[src/rtl/multicycle_main_control.sv]
// Main control FSM for the MIPS multi-cycle datapath.
// Sequences fetch/decode/execute/memory/writeback steps from the IR opcode
// and drives every datapath enable and mux select as a Moore machine.
module multicycle_main_control (
  input  logic       CLK,
  input  logic       Reset,
  input  logic [5:0] Op,
  output logic       IorD,
  output logic       MemWrite,
  output logic       IRWrite,
  output logic       RegDst,
  output logic       MemtoReg,
  output logic       RegWrite,
  output logic       ALUSrcA,
  output logic [1:0] ALUSrcB,
  output logic [1:0] ALUOp,
  output logic [1:0] PCSrc,
  output logic       PCWrite,
  output logic       Branch,
  output logic [3:0] State
);

  localparam logic [3:0] S_FETCH   = 4'd0;
  localparam logic [3:0] S_DECODE  = 4'd1;
  localparam logic [3:0] S_MEMADR  = 4'd2;
  localparam logic [3:0] S_MEMRD   = 4'd3;
  localparam logic [3:0] S_MEMWB   = 4'd4;
  localparam logic [3:0] S_MEMWR   = 4'd5;
  localparam logic [3:0] S_EXECUTE = 4'd6;
  localparam logic [3:0] S_ALUWB   = 4'd7;
  localparam logic [3:0] S_BRANCH  = 4'd8;
  localparam logic [3:0] S_ADDIEX  = 4'd9;
  localparam logic [3:0] S_ADDIWB  = 4'd10;
  localparam logic [3:0] S_JUMP    = 4'd11;

  localparam logic [5:0] OP_LW    = 6'b100011;
  localparam logic [5:0] OP_SW    = 6'b101011;
  localparam logic [5:0] OP_RTYPE = 6'b000000;
  localparam logic [5:0] OP_BEQ   = 6'b000100;
  localparam logic [5:0] OP_ADDI  = 6'b001000;
  localparam logic [5:0] OP_J     = 6'b000010;

  logic [3:0] r_state;
  logic [3:0] w_next;

  // State register; reset overrides any transition, even mid-instruction.
  always_ff @(posedge CLK) begin
    if (Reset) r_state <= S_FETCH;
    else       r_state <= w_next;
  end

  // Next-state logic; Op is only consulted in DECODE and MEMADR.
  always_comb begin
    w_next = S_FETCH;
    case (r_state)
      S_FETCH:   w_next = S_DECODE;
      S_DECODE: begin
        case (Op)
          OP_LW, OP_SW: w_next = S_MEMADR;
          OP_RTYPE:     w_next = S_EXECUTE;
          OP_BEQ:       w_next = S_BRANCH;
          OP_ADDI:      w_next = S_ADDIEX;
          OP_J:         w_next = S_JUMP;
          default:      w_next = S_FETCH;
        endcase
      end
      S_MEMADR: begin
        if (Op == OP_LW)      w_next = S_MEMRD;
        else if (Op == OP_SW) w_next = S_MEMWR;
        else                  w_next = S_FETCH;
      end
      S_MEMRD:   w_next = S_MEMWB;
      S_EXECUTE: w_next = S_ALUWB;
      S_ADDIEX:  w_next = S_ADDIWB;
      default:   w_next = S_FETCH;
    endcase
  end

  // Output decode from current state only; unused codes leave everything at 0.
  always_comb begin
    IorD     = 1'b0;
    MemWrite = 1'b0;
    IRWrite  = 1'b0;
    RegDst   = 1'b0;
    MemtoReg = 1'b0;
    RegWrite = 1'b0;
    ALUSrcA  = 1'b0;
    ALUSrcB  = 2'b00;
    ALUOp    = 2'b00;
    PCSrc    = 2'b00;
    PCWrite  = 1'b0;
    Branch   = 1'b0;
    case (r_state)
      S_FETCH: begin
        ALUSrcB = 2'b01;
        IRWrite = 1'b1;
        PCWrite = 1'b1;
      end
      S_DECODE:  ALUSrcB = 2'b11;
      S_MEMADR: begin
        ALUSrcA = 1'b1;
        ALUSrcB = 2'b10;
      end
      S_MEMRD:   IorD = 1'b1;
      S_MEMWB: begin
        MemtoReg = 1'b1;
        RegWrite = 1'b1;
      end
      S_MEMWR: begin
        IorD     = 1'b1;
        MemWrite = 1'b1;
      end
      S_EXECUTE: begin
        ALUSrcA = 1'b1;
        ALUOp   = 2'b10;
      end
      S_ALUWB: begin
        RegDst   = 1'b1;
        RegWrite = 1'b1;
      end
      S_BRANCH: begin
        ALUSrcA = 1'b1;
        ALUOp   = 2'b01;
        PCSrc   = 2'b01;
        Branch  = 1'b1;
      end
      S_ADDIEX: begin
        ALUSrcA = 1'b1;
        ALUSrcB = 2'b10;
      end
      S_ADDIWB:  RegWrite = 1'b1;
      S_JUMP: begin
        PCSrc   = 2'b10;
        PCWrite = 1'b1;
      end
      default: ;
    endcase
  end

  assign State = r_state;

endmodule

[config.mk]
export PLATFORM = sky130hd
export DESIGN_NAME = multicycle_main_control
export DESIGN_NICKNAME = d
export VERILOG_FILES = /design/src/rtl/multicycle_main_control.sv
export SDC_FILE = /design/constraint.sdc
export NUM_CORES = 1
export LEC_CHECK = 0
export ABC_AREA = 1
export CAP_MARGIN = 20
export CORE_AREA = 2 2 39 41
export DETAILED_ROUTE_END_ITERATION = 16
export DIE_AREA = 0 0 41 43
export GPL_TIMING_DRIVEN = 0
export PLACE_DENSITY_LB_ADDON = 0.3
export SLEW_MARGIN = 25
export SYNTH_ARGS = -nofsm -noshare
export SYNTH_HDL_FRONTEND = slang
export SYNTH_SLANG_ARGS = --single-unit
[constraint.sdc]
create_clock -name CLK -period 1.3 [get_ports CLK]
set_input_delay 0.195 -clock CLK [delete_from_list [all_inputs] [get_ports CLK]]
set_output_delay 0.195 -clock CLK [all_outputs]
set_load 0.02 [all_outputs]
==> results_dict.tcl, run 1 <==
set metrics [dict create \
    ir_drop_v 0.0004796 \
    cts.clk_slew.worst_paths_ns 0.04 \
    dr.first_iter.drc_count 8 \
    placed_area_um2 760.7 \
    final_cell_mix "18 x nor2_1, 13 x nand2_1, 13 x buf_4, 10 x inv_1, 10 x nand3_1" \
    crit_path_end_kind "output port" \
    synth.ff_latch_count 4 \
    postCtsHoldBufs 0 \
    area_growth_pct 91.53 \
    rsz0062_at_grt "true" \
    yosys_warnings 0 \
    setup_tns_ns -1.062 \
    die_x_um 41 \
    ys_seq_area_frac 0.1749 \
    ant_nets 0 \
    synth_area_leader_cell "nor2_1" \
    gr-total-overflow 0 \
    rows 14 \
    gp_congestion 0.8889 \
    pin_count 27 \
    clk_latency_ns 0.23 \
    mostFrequentLayoutCell "nor2_1" \
    antenna_found_initial 0 \
    syn-instance-count 90 \
    violations "negative setup slack" \
    pwr_density_cell_nw_per_um2 480.6 \
    cpMostUsedCell "nand2_2" \
    reg2reg_from "State[0]" \
    min_to "State[0]" \
    postRouteWirelength_um 1311 \
    cts_root_buffer "clkbuf_4" \
    hold_depth 2 \
    r2r_slack_ns -0.08 \
    max_cap_viol_count 0 \
    grt.total_usage 0.1596 \
    p_sw_frac 0.3123 \
    wire_per_inst_um 9.168 \
    final_nets 137 \
    rr_endpoint "State[3]" \
    numCtsBuffers 3 \
    drive_gt1_frac 0.4409 \
    yosysUniqueCellTypes 15 \
    crit_family "simple AND/OR/NAND/NOR gates" \
    finClkSkew_ns 0.002455 \
    clockBufferDepth 2 \
    grt_pass1_vias 556 \
    slowest_stage "dfxtp_4" \
    min_path_type "in -> reg" \
    cp_max_fo 4 \
    cp.arrival_ns 1.34 \
    cp.buffers_inverters 3 \
    ff2ff_path_depth 10 \
    syn_area_um2 457.9 \
    crit_required_ns 1.11 \
    synth.area.top_cells "nor2_1 20%, dfxtp_1 17%, nand2_1 13%" \
    syn_avg_cell_area_um2 5.088 \
    setup_viol 10 \
    cts_sinks 4 \
    drc 0 \
    diodes 0 \
    dr.pass1.iters 3 \
    relSlewSlack 0.8042 \
    die_h_um 43 \
    path_cells "inv_4, nand2_4, inv_2, nand2_2, nand2_2, or3_4, buf_6" \
    cp-start-kind "flop" \
    initial_utilization 0.3309 \
    hp-start "Reset" \
    grt_pass1_wl_um 1987 \
    period_needed_ns 1.536 \
    dieArea_um2 1763 \
    largest_reg_flops 4 \
    yosysTopAreaCellShare 0.2049 \
    port_buffers 26 \
    p_comb_frac 0.343 \
    dp.final_hpwl_um 1017 \
    cpPeakStageDelay_ns 0.36 \
    grt_max_degree 8 \
    fin_crit_sh 1.181 \
    viasPerCell 4.587 \
    num_vias 656 \
    hold_viol 0 \
    p_int_mw 0.2899 \
    status "finished, violations left" \
    syn-num-nets 98 \
    worstMarginPinSlew_ns 0.2927 \
    slew_viol_final 0 \
    max_freq_mhz 651.2 \
    core_area_um2 1384 \
    tritoncts "yes" \
    ctsHtreeMaxLevel 1 \
    p_switching_mw 0.1316 \
    fin_ws_ns -0.2357 \
    power_leakage_nw 0.4731 \
    p_clk_frac 0.352 \
    path_class "reg -> out" \
    finalInstanceArea_um2 877.1 \
    p_seq_frac 0.305 \
]
what timing repair did:
| action | in CTS | in global routing |
|---|---|---|
| gates resized for setup | 70 | 31 |
| endpoints found under the setup margin | 19 | 17 |
| pin swaps | 2 | 2 |
| buffers inserted | 5 | 3 |
cell type report:
class | instances | area [um^2]
multi-input combinational | 67 | 362.8
clock buffer | 3 | 22.52
fill | 134 | 506.7
tap | 16 | 20.02
timing repair buffer | 34 | 295.3
sequential | 4 | 95.09
inverter | 17 | 66.31
buffer | 2 | 15.01
power by group through the flow:
stage,clock [mW],combinational (mW),sequential (mW)
after detailed placement,0,0.135,0.135
final,0.148,0.145,0.128
after global routing,0.161,0.157,0.129
after CTS,0.153,0.132,0.129
after floorplan,0,0.0656,0.139
after global placement,0,0.133,0.135
worst reg2reg max path, delay by kind of cell, from the launching register on:
family / cells / cell delay (ns)
flops: 1 / 0.37
buf+inv: 6 / 0.57
simple gates: 3 / 0.25
compound gates: 1 / 0.11
metrics by stage:
| stage | worst slack (ns) | power (mW) | cells | utilization | hold WS [ns] |
|---|---|---|---|---|---|
| after floorplan | -0.01697 | 0.2041 | 90 | - | 0.2567 |
| after global placement | -0.4401 | 0.2682 | 132 | 0.5497 | 0.6929 |
| after detailed placement | -0.4595 | 0.2702 | 132 | 0.5497 | 0.7016 |
| after CTS | -0.2308 | 0.4143 | 140 | 0.5940 | 0.5799 |
| after global routing | -0.2890 | 0.4473 | 143 | 0.6338 | 0.5949 |
| final | -0.2357 | 0.4215 | 143 | 0.6338 | 0.5796 |
layer usage:
metal | wire (um) | GRT usage
met5 | 0 | 0
met4 | 0 | 0.08000
met3 | 74 | 0
met2 | 711 | 0.2844
met1 | 525 | 0.1801
synth_stat cells:
| master | instances |
|---|---|
| nor2_1 | 25 |
| nand2_1 | 16 |
| inv_1 | 15 |
| nand3_1 | 10 |
| a21oi_1 | 4 |
| dfxtp_1 | 4 |
| nand2_2 | 3 |
| buf_4 | 2 |
| inv_2 | 2 |
| nand3b_1 | 2 |
| nor2_2 | 2 |
| o21ai_0 | 2 |
| and2_1 | 1 |
| o22ai_1 | 1 |
| or3_1 | 1 |
worst max-delay path by stage:
stage | start | end | slack, ns | cells after the start
floorplan | State[1] | RegWrite | -0.02 | 4
global placement | State[2] | ALUSrcA | -0.44 | 7
detailed placement | State[2] | ALUSrcA | -0.46 | 7
CTS | State[2] | ALUSrcA | -0.23 | 7
global route | State[2] | ALUSrcA | -0.29 | 7
finish | State[2] | ALUSrcA | -0.24 | 7
logic make-up after synthesis:
logic type      count (synthesis)  share of synthesized area
buf+inv                        19                     0.1721
flops                           4                     0.1749
simple gates                   60                     0.5738
compound gates                  7                    0.07925
(Power assumes the default switching activity.)
==> run 2: changes to the inputs <==
--- a/config.mk
+++ b/config.mk
@@ -8,7 +8,8 @@
 export ABC_AREA = 1
 export CAP_MARGIN = 20
-export CORE_AREA = 2 2 39 41
+export CELL_PAD_IN_SITES_DETAIL_PLACEMENT = 0
+export CELL_PAD_IN_SITES_GLOBAL_PLACEMENT = 1
+export CORE_UTILIZATION = 22
 export DETAILED_ROUTE_END_ITERATION = 16
-export DIE_AREA = 0 0 41 43
 export GPL_TIMING_DRIVEN = 0
 export PLACE_DENSITY_LB_ADDON = 0.3
==> constraint.sdc (replaced) <==
create_clock -name CLK -period 1.3 [get_ports CLK]
set_input_delay 0.13 -clock CLK [delete_from_list [all_inputs] [get_ports CLK]]
set_output_delay 0.13 -clock CLK [all_outputs]
set_load 0.02 [all_outputs]
==> run 2 against run 1 <==
  * The run still ends with negative setup slack left
  * First-iteration DRC count down 25%
  * Sequential power about the same
  * Total power down 1.1%
  * Die area up 29%
  * Combinational power down 6%
  * Worst setup slack better by 0.055 ns
  * Clock power up 3%
  * Final cell count up 3.5%
  * Flip-flop and latch count unchanged
  * Largest power group unchanged
==> results_dict.tcl, run 2 (same netlist as run 1, synthesis figures left out) <==
set metrics [dict create \
    rows 16 \
    clockBufferDepth 2 \
    fin_hold_ws_ns 0.5131 \
    pin_count 27 \
    drive_gt1_frac 0.3636 \
    ant_nets 0 \
    cp_max_fo 4 \
    slew_viol_final 0 \
    mostFrequentLayoutCell "nor2_1" \
    fin_total_pwr_mw 0.4170 \
    grt_max_degree 8 \
    slowest_stage "dfxtp_4" \
    dr.pass1.iters 3 \
    setup_tns_ns -0.3682 \
    reg2reg_from "State[0]" \
    placedCellCount 143 \
    period_needed_ns 1.480 \
    worstMarginPinSlew_ns 0.2901 \
    finalInstanceArea_um2 803.3 \
    antenna_found_initial 0 \
    grt.total_usage 0.1241 \
    path_class "reg -> out" \
    postCtsHoldBufs 0 \
    fin_crit_sh 1.139 \
    postRouteWirelength_um 1368 \
    p_seq_frac 0.308 \
    cp-start-kind "flop" \
    critical_path.startpoint "State[2]" \
    p_sw_frac 0.3182 \
    dr.first_iter.drc_count 6 \
    utilization 0.4094 \
    pre_cts_slack_ns -0.3821 \
    viasPerCell 4.257 \
    hold_viol 0 \
    power_leakage_nw 0.4260 \
    diodes 0 \
    num_vias 630 \
    max_freq_mhz 675.5 \
    gr-total-overflow 0 \
    ir_drop_v 0.0002563 \
    cp.arrival_ns 1.35 \
    gp_congestion 0.8242 \
    min_path_type "in -> reg" \
    dieArea_um2 2268 \
    pwr_density_cell_nw_per_um2 519.2 \
    numCtsBuffers 3 \
    initial_utilization 0.2334 \
    die_x_um 47.63 \
    final_cell_mix "20 x nor2_1, 13 x nand2_1, 12 x inv_1, 10 x nand3_1" \
    p_switching_mw 0.1327 \
    die_h_um 47.63 \
    p_int_mw 0.2844 \
    final_nets 131 \
    r2r_slack_ns 0.26 \
    crit_required_ns 1.17 \
    stdcell_count 148 \
    clk_latency_ns 0.24 \
    port_buffers 26 \
    p_comb_frac 0.325 \
    core_area_um2 1962 \
    tritoncts "yes" \
    p_clk_frac 0.367 \
    cts_root_buffer "clkbuf_4" \
    cpPeakStageDelay_ns 0.36 \
    relSlewSlack 0.8059 \
    setup_viol 6 \
    finClkSkew_ns 0.003829 \
    fin_ws_ns -0.1804 \
    rr_endpoint "State[2]" \
    cts.clk_slew.worst_paths_ns 0.04 \
    dp.final_hpwl_um 1120 \
    status "finished, violations left" \
    ff2ff_path_depth 7 \
    wire_per_inst_um 9.243 \
    grt_pass1_wl_um 2070 \
    ctsHtreeMaxLevel 1 \
    rsz0062_at_grt "true" \
    endpoint "ALUSrcA" \
    max_cap_viol_count 0 \
    violations "negative setup slack" \
    cpMostUsedCell "nand2_2" \
    path_cells "inv_4, nand2_4, inv_2, nand2_2, nand2_2, or3_1, buf_6" \
    drc 0 \
    crit_path_end_kind "output port" \
    placed_area_um2 768.2 \
    area_growth_pct 75.41 \
    grt_pass1_vias 538 \
    cts_sinks 4 \
    largest_reg_flops 4 \
]
## run 2: cell count changes in the layout (fill, tap and decap cells not counted), moves of 2 or more
| cell | change |
|---|---|
| nor2_1 | +2 |
| buf_2 | +2 |
| buf_6 | -4 |
| inv_1 | +2 |
| inv_2 | -2 |
| clkdlybuf4s15_2 | +2 |
| buf_4 | -6 |
| nor2_4 | -2 |
## run 2: worst min path at each step
stage,depth (start not counted),end,from
after floorplan,1,State[0],Reset
after global placement,4,State[1],State[0]
after detailed placement,4,State[1],State[0]
after CTS,2,State[1],Reset
after global routing,2,State[0],Reset
final,2,State[1],Reset
## run 2: per-layer routing
metal / GRT usage / vias up / wire length, um
li1: - / 339 / -
met1: 0.1432 / 266 / 609
met2: 0.2493 / 23 / 668
met3: 0 / 2 / 75
met4: 0.03333 / 0 / 14
met5: 0 / - / 0
## run 2: worst max-delay path: cells and delay by family, from the launching register on
family	cells	cell delay, ns
buffers and inverters	3	0.23
flip-flops	1	0.36
AND/OR/NAND/NOR	4	0.52
## run 2: what timing repair did
item,4_1_cts,5_1_grt
pin swaps,0,2
buffers inserted,1,1
resized for setup,67,16
hold endpoints to repair,0,0
endpoints found under the setup margin,19,12
## run 2: power by group through the flow
stage | combinational (mW) | clock [mW] | sequential (mW)
after floorplan | 0.0651 | 0 | 0.138
after global placement | 0.135 | 0 | 0.135
after detailed placement | 0.136 | 0 | 0.135
after CTS | 0.130 | 0.152 | 0.133
after global routing | 0.148 | 0.165 | 0.129
final | 0.136 | 0.153 | 0.128
## run 2: final cells by class
class                      instances  area (um^2)
buffer                             2        15.01
clock buffer                       3        22.52
fill                             233         1159
inverter                          17        66.31
multi-input combinational         67        339.1
sequential                         4        92.59
tap                               27        33.78
timing repair buffer              28        234.0
==> run 3: changes to the inputs <==
- HOLD_SLACK_MARGIN: default -> 0.15
- PLACE_DENSITY_LB_ADDON: 0.3 -> 0.1
==> run 3 against run 2 <==
  * The flow still finishes with violations (negative setup slack)
  * Clock power is 5% lower
  * Largest cell class unchanged
  * Highest routed layer is now met3
  * Hold slack better by 0.0095 ns
  * Routed wire length is 7.2% higher
  * Critical path type unchanged
  * Sequential share of layout area is 0.23 points lower
  * Cell area is 4.8% higher
  * Die area stayed put
  * Critical path depth is 1 lower
==> results_dict.tcl, run 3 (same netlist as run 1, synthesis figures left out) <==
set metrics [dict create \
    pwr_density_cell_nw_per_um2 498.7 \
    p_switching_mw 0.1312 \
    worstMarginPinSlew_ns 0.2916 \
    finClkSkew_ns 0.001991 \
    hold_viol 0 \
    path_cells "inv_1, nor2_2, nand2_4, nand2_2, or3_1, buf_6" \
    crit_path_end_kind "output port" \
    dieArea_um2 2268 \
    slew_viol_final 0 \
    grt.total_usage 0.1297 \
    rows 16 \
    die_x_um 47.63 \
    drive_gt1_frac 0.3889 \
    antenna_found_initial 0 \
    final_cell_mix "19 x nor2_1, 13 x inv_1, 13 x nand2_1, 13 x buf_4, 10 x nand3_1" \
    power_leakage_nw 0.4681 \
    rsz0062_at_grt "true" \
    dr.pass1.iters 4 \
    ctsHtreeMaxLevel 1 \
    path_class "reg -> out" \
    largest_reg_flops 4 \
    grt_pass1_vias 504 \
    core_area_um2 1962 \
    initial_utilization 0.2334 \
    clk_latency_ns 0.23 \
    dr.first_iter.drc_count 14 \
    port_buffers 26 \
    dp.final_hpwl_um 1125 \
    wire_per_inst_um 9.588 \
    final_nets 136 \
    p_comb_frac 0.345 \
    ir_drop_v 0.0004048 \
    viasPerCell 4.222 \
    max_cap_viol_count 0 \
    ant_nets 0 \
    cpPeakStageDelay_ns 0.38 \
    cp_max_fo 6 \
    drc 0 \
    pin_count 27 \
    relSlewSlack 0.8049 \
    gp_congestion 0.8113 \
    area_growth_pct 83.88 \
    num_vias 646 \
    cp.buffers_inverters 2 \
    crit_family "simple AND/OR/NAND/NOR gates" \
    crit_required_ns 1.17 \
    p_sw_frac 0.3123 \
    p_clk_frac 0.349 \
    cts.clk_slew.worst_paths_ns 0.04 \
    postCtsHoldBufs 0 \
    utilization 0.4292 \
    cts_sinks 4 \
    max_freq_mhz 658.8 \
    fin_crit_sh 1.168 \
    period_needed_ns 1.518 \
    postRouteWirelength_um 1467 \
    p_seq_frac 0.306 \
    p_int_mw 0.2887 \
    cts_root_buffer "clkbuf_4" \
    mostFrequentLayoutCell "nor2_1" \
    cp.arrival_ns 1.39 \
    status "finished, violations left" \
    tritoncts "yes" \
    setup_viol 5 \
    fin_total_pwr_mw 0.4199 \
    slowest_stage "or3_1" \
    grt_pass1_wl_um 2083 \
    cp-start-kind "flop" \
    min_path_type "in -> reg" \
    setup_tns_ns -0.2989 \
    numCtsBuffers 3 \
    fin_hold_ws_ns 0.5227 \
    diodes 0 \
    gr-total-overflow 0 \
    fin_ws_ns -0.2179 \
    violations "negative setup slack" \
    die_h_um 47.63 \
    grt_max_degree 8 \
    clockBufferDepth 2 \
]
run 3: worst paths after layout:
kind	to	slack [ns]	cells past startpoint	start
max	ALUSrcA	-0.22	6	State[0]
min	State[1]	0.52	2	Reset
max reg2reg	State[3]	0.16	7	State[0]
min reg2reg	State[3]	0.73	5	State[2]
run 3: through the flow:
| step | setup WS (ns) | instances | cell area [um^2] |
|---|---|---|---|
| finish | -0.2179 | 153 | 842.1 |
| global route | -0.2791 | 153 | 842.1 |
| CTS | -0.2172 | 146 | 773.2 |
| detailed placement | -0.3882 | 143 | 768.2 |
| global placement | -0.3889 | 143 | 768.2 |
| floorplan | 0.009244 | 90 | 474.2 |
run 3: power groups by stage:
| stage | Sequential [mW] | Clock, mW | Combinational, mW |
|---|---|---|---|
| global route | 0.128 | 0.168 | 0.160 |
| global placement | 0.135 | 0 | 0.136 |
| detailed placement | 0.135 | 0 | 0.136 |
| floorplan | 0.138 | 0 | 0.0651 |
| CTS | 0.133 | 0.154 | 0.129 |
| finish | 0.128 | 0.146 | 0.145 |
run 3: final cells by class:
cell class                 instances  area [um^2]
timing repair buffer              33        267.8
clock buffer                       3        22.52
fill                             250         1120
multi-input combinational         67        341.6
sequential                         4        95.09
inverter                          17        66.31
buffer                             2        15.01
tap                               27        33.78
run 3: metal layers:
metal  up-vias  share of wire  track usage
met2        19           0.45       0.1918
met4         0              0      0.03333
met3         0          0.060      0.03396
met5         -              0            0
met1       280           0.49       0.1865
li1        347              -            -
run 3: timing repair:
action                                  in CTS  in global routing
gates resized for setup                     58                 32
endpoints found under the setup margin      19                 14
pin swaps                                    0                  5
buffers inserted                             0                  7
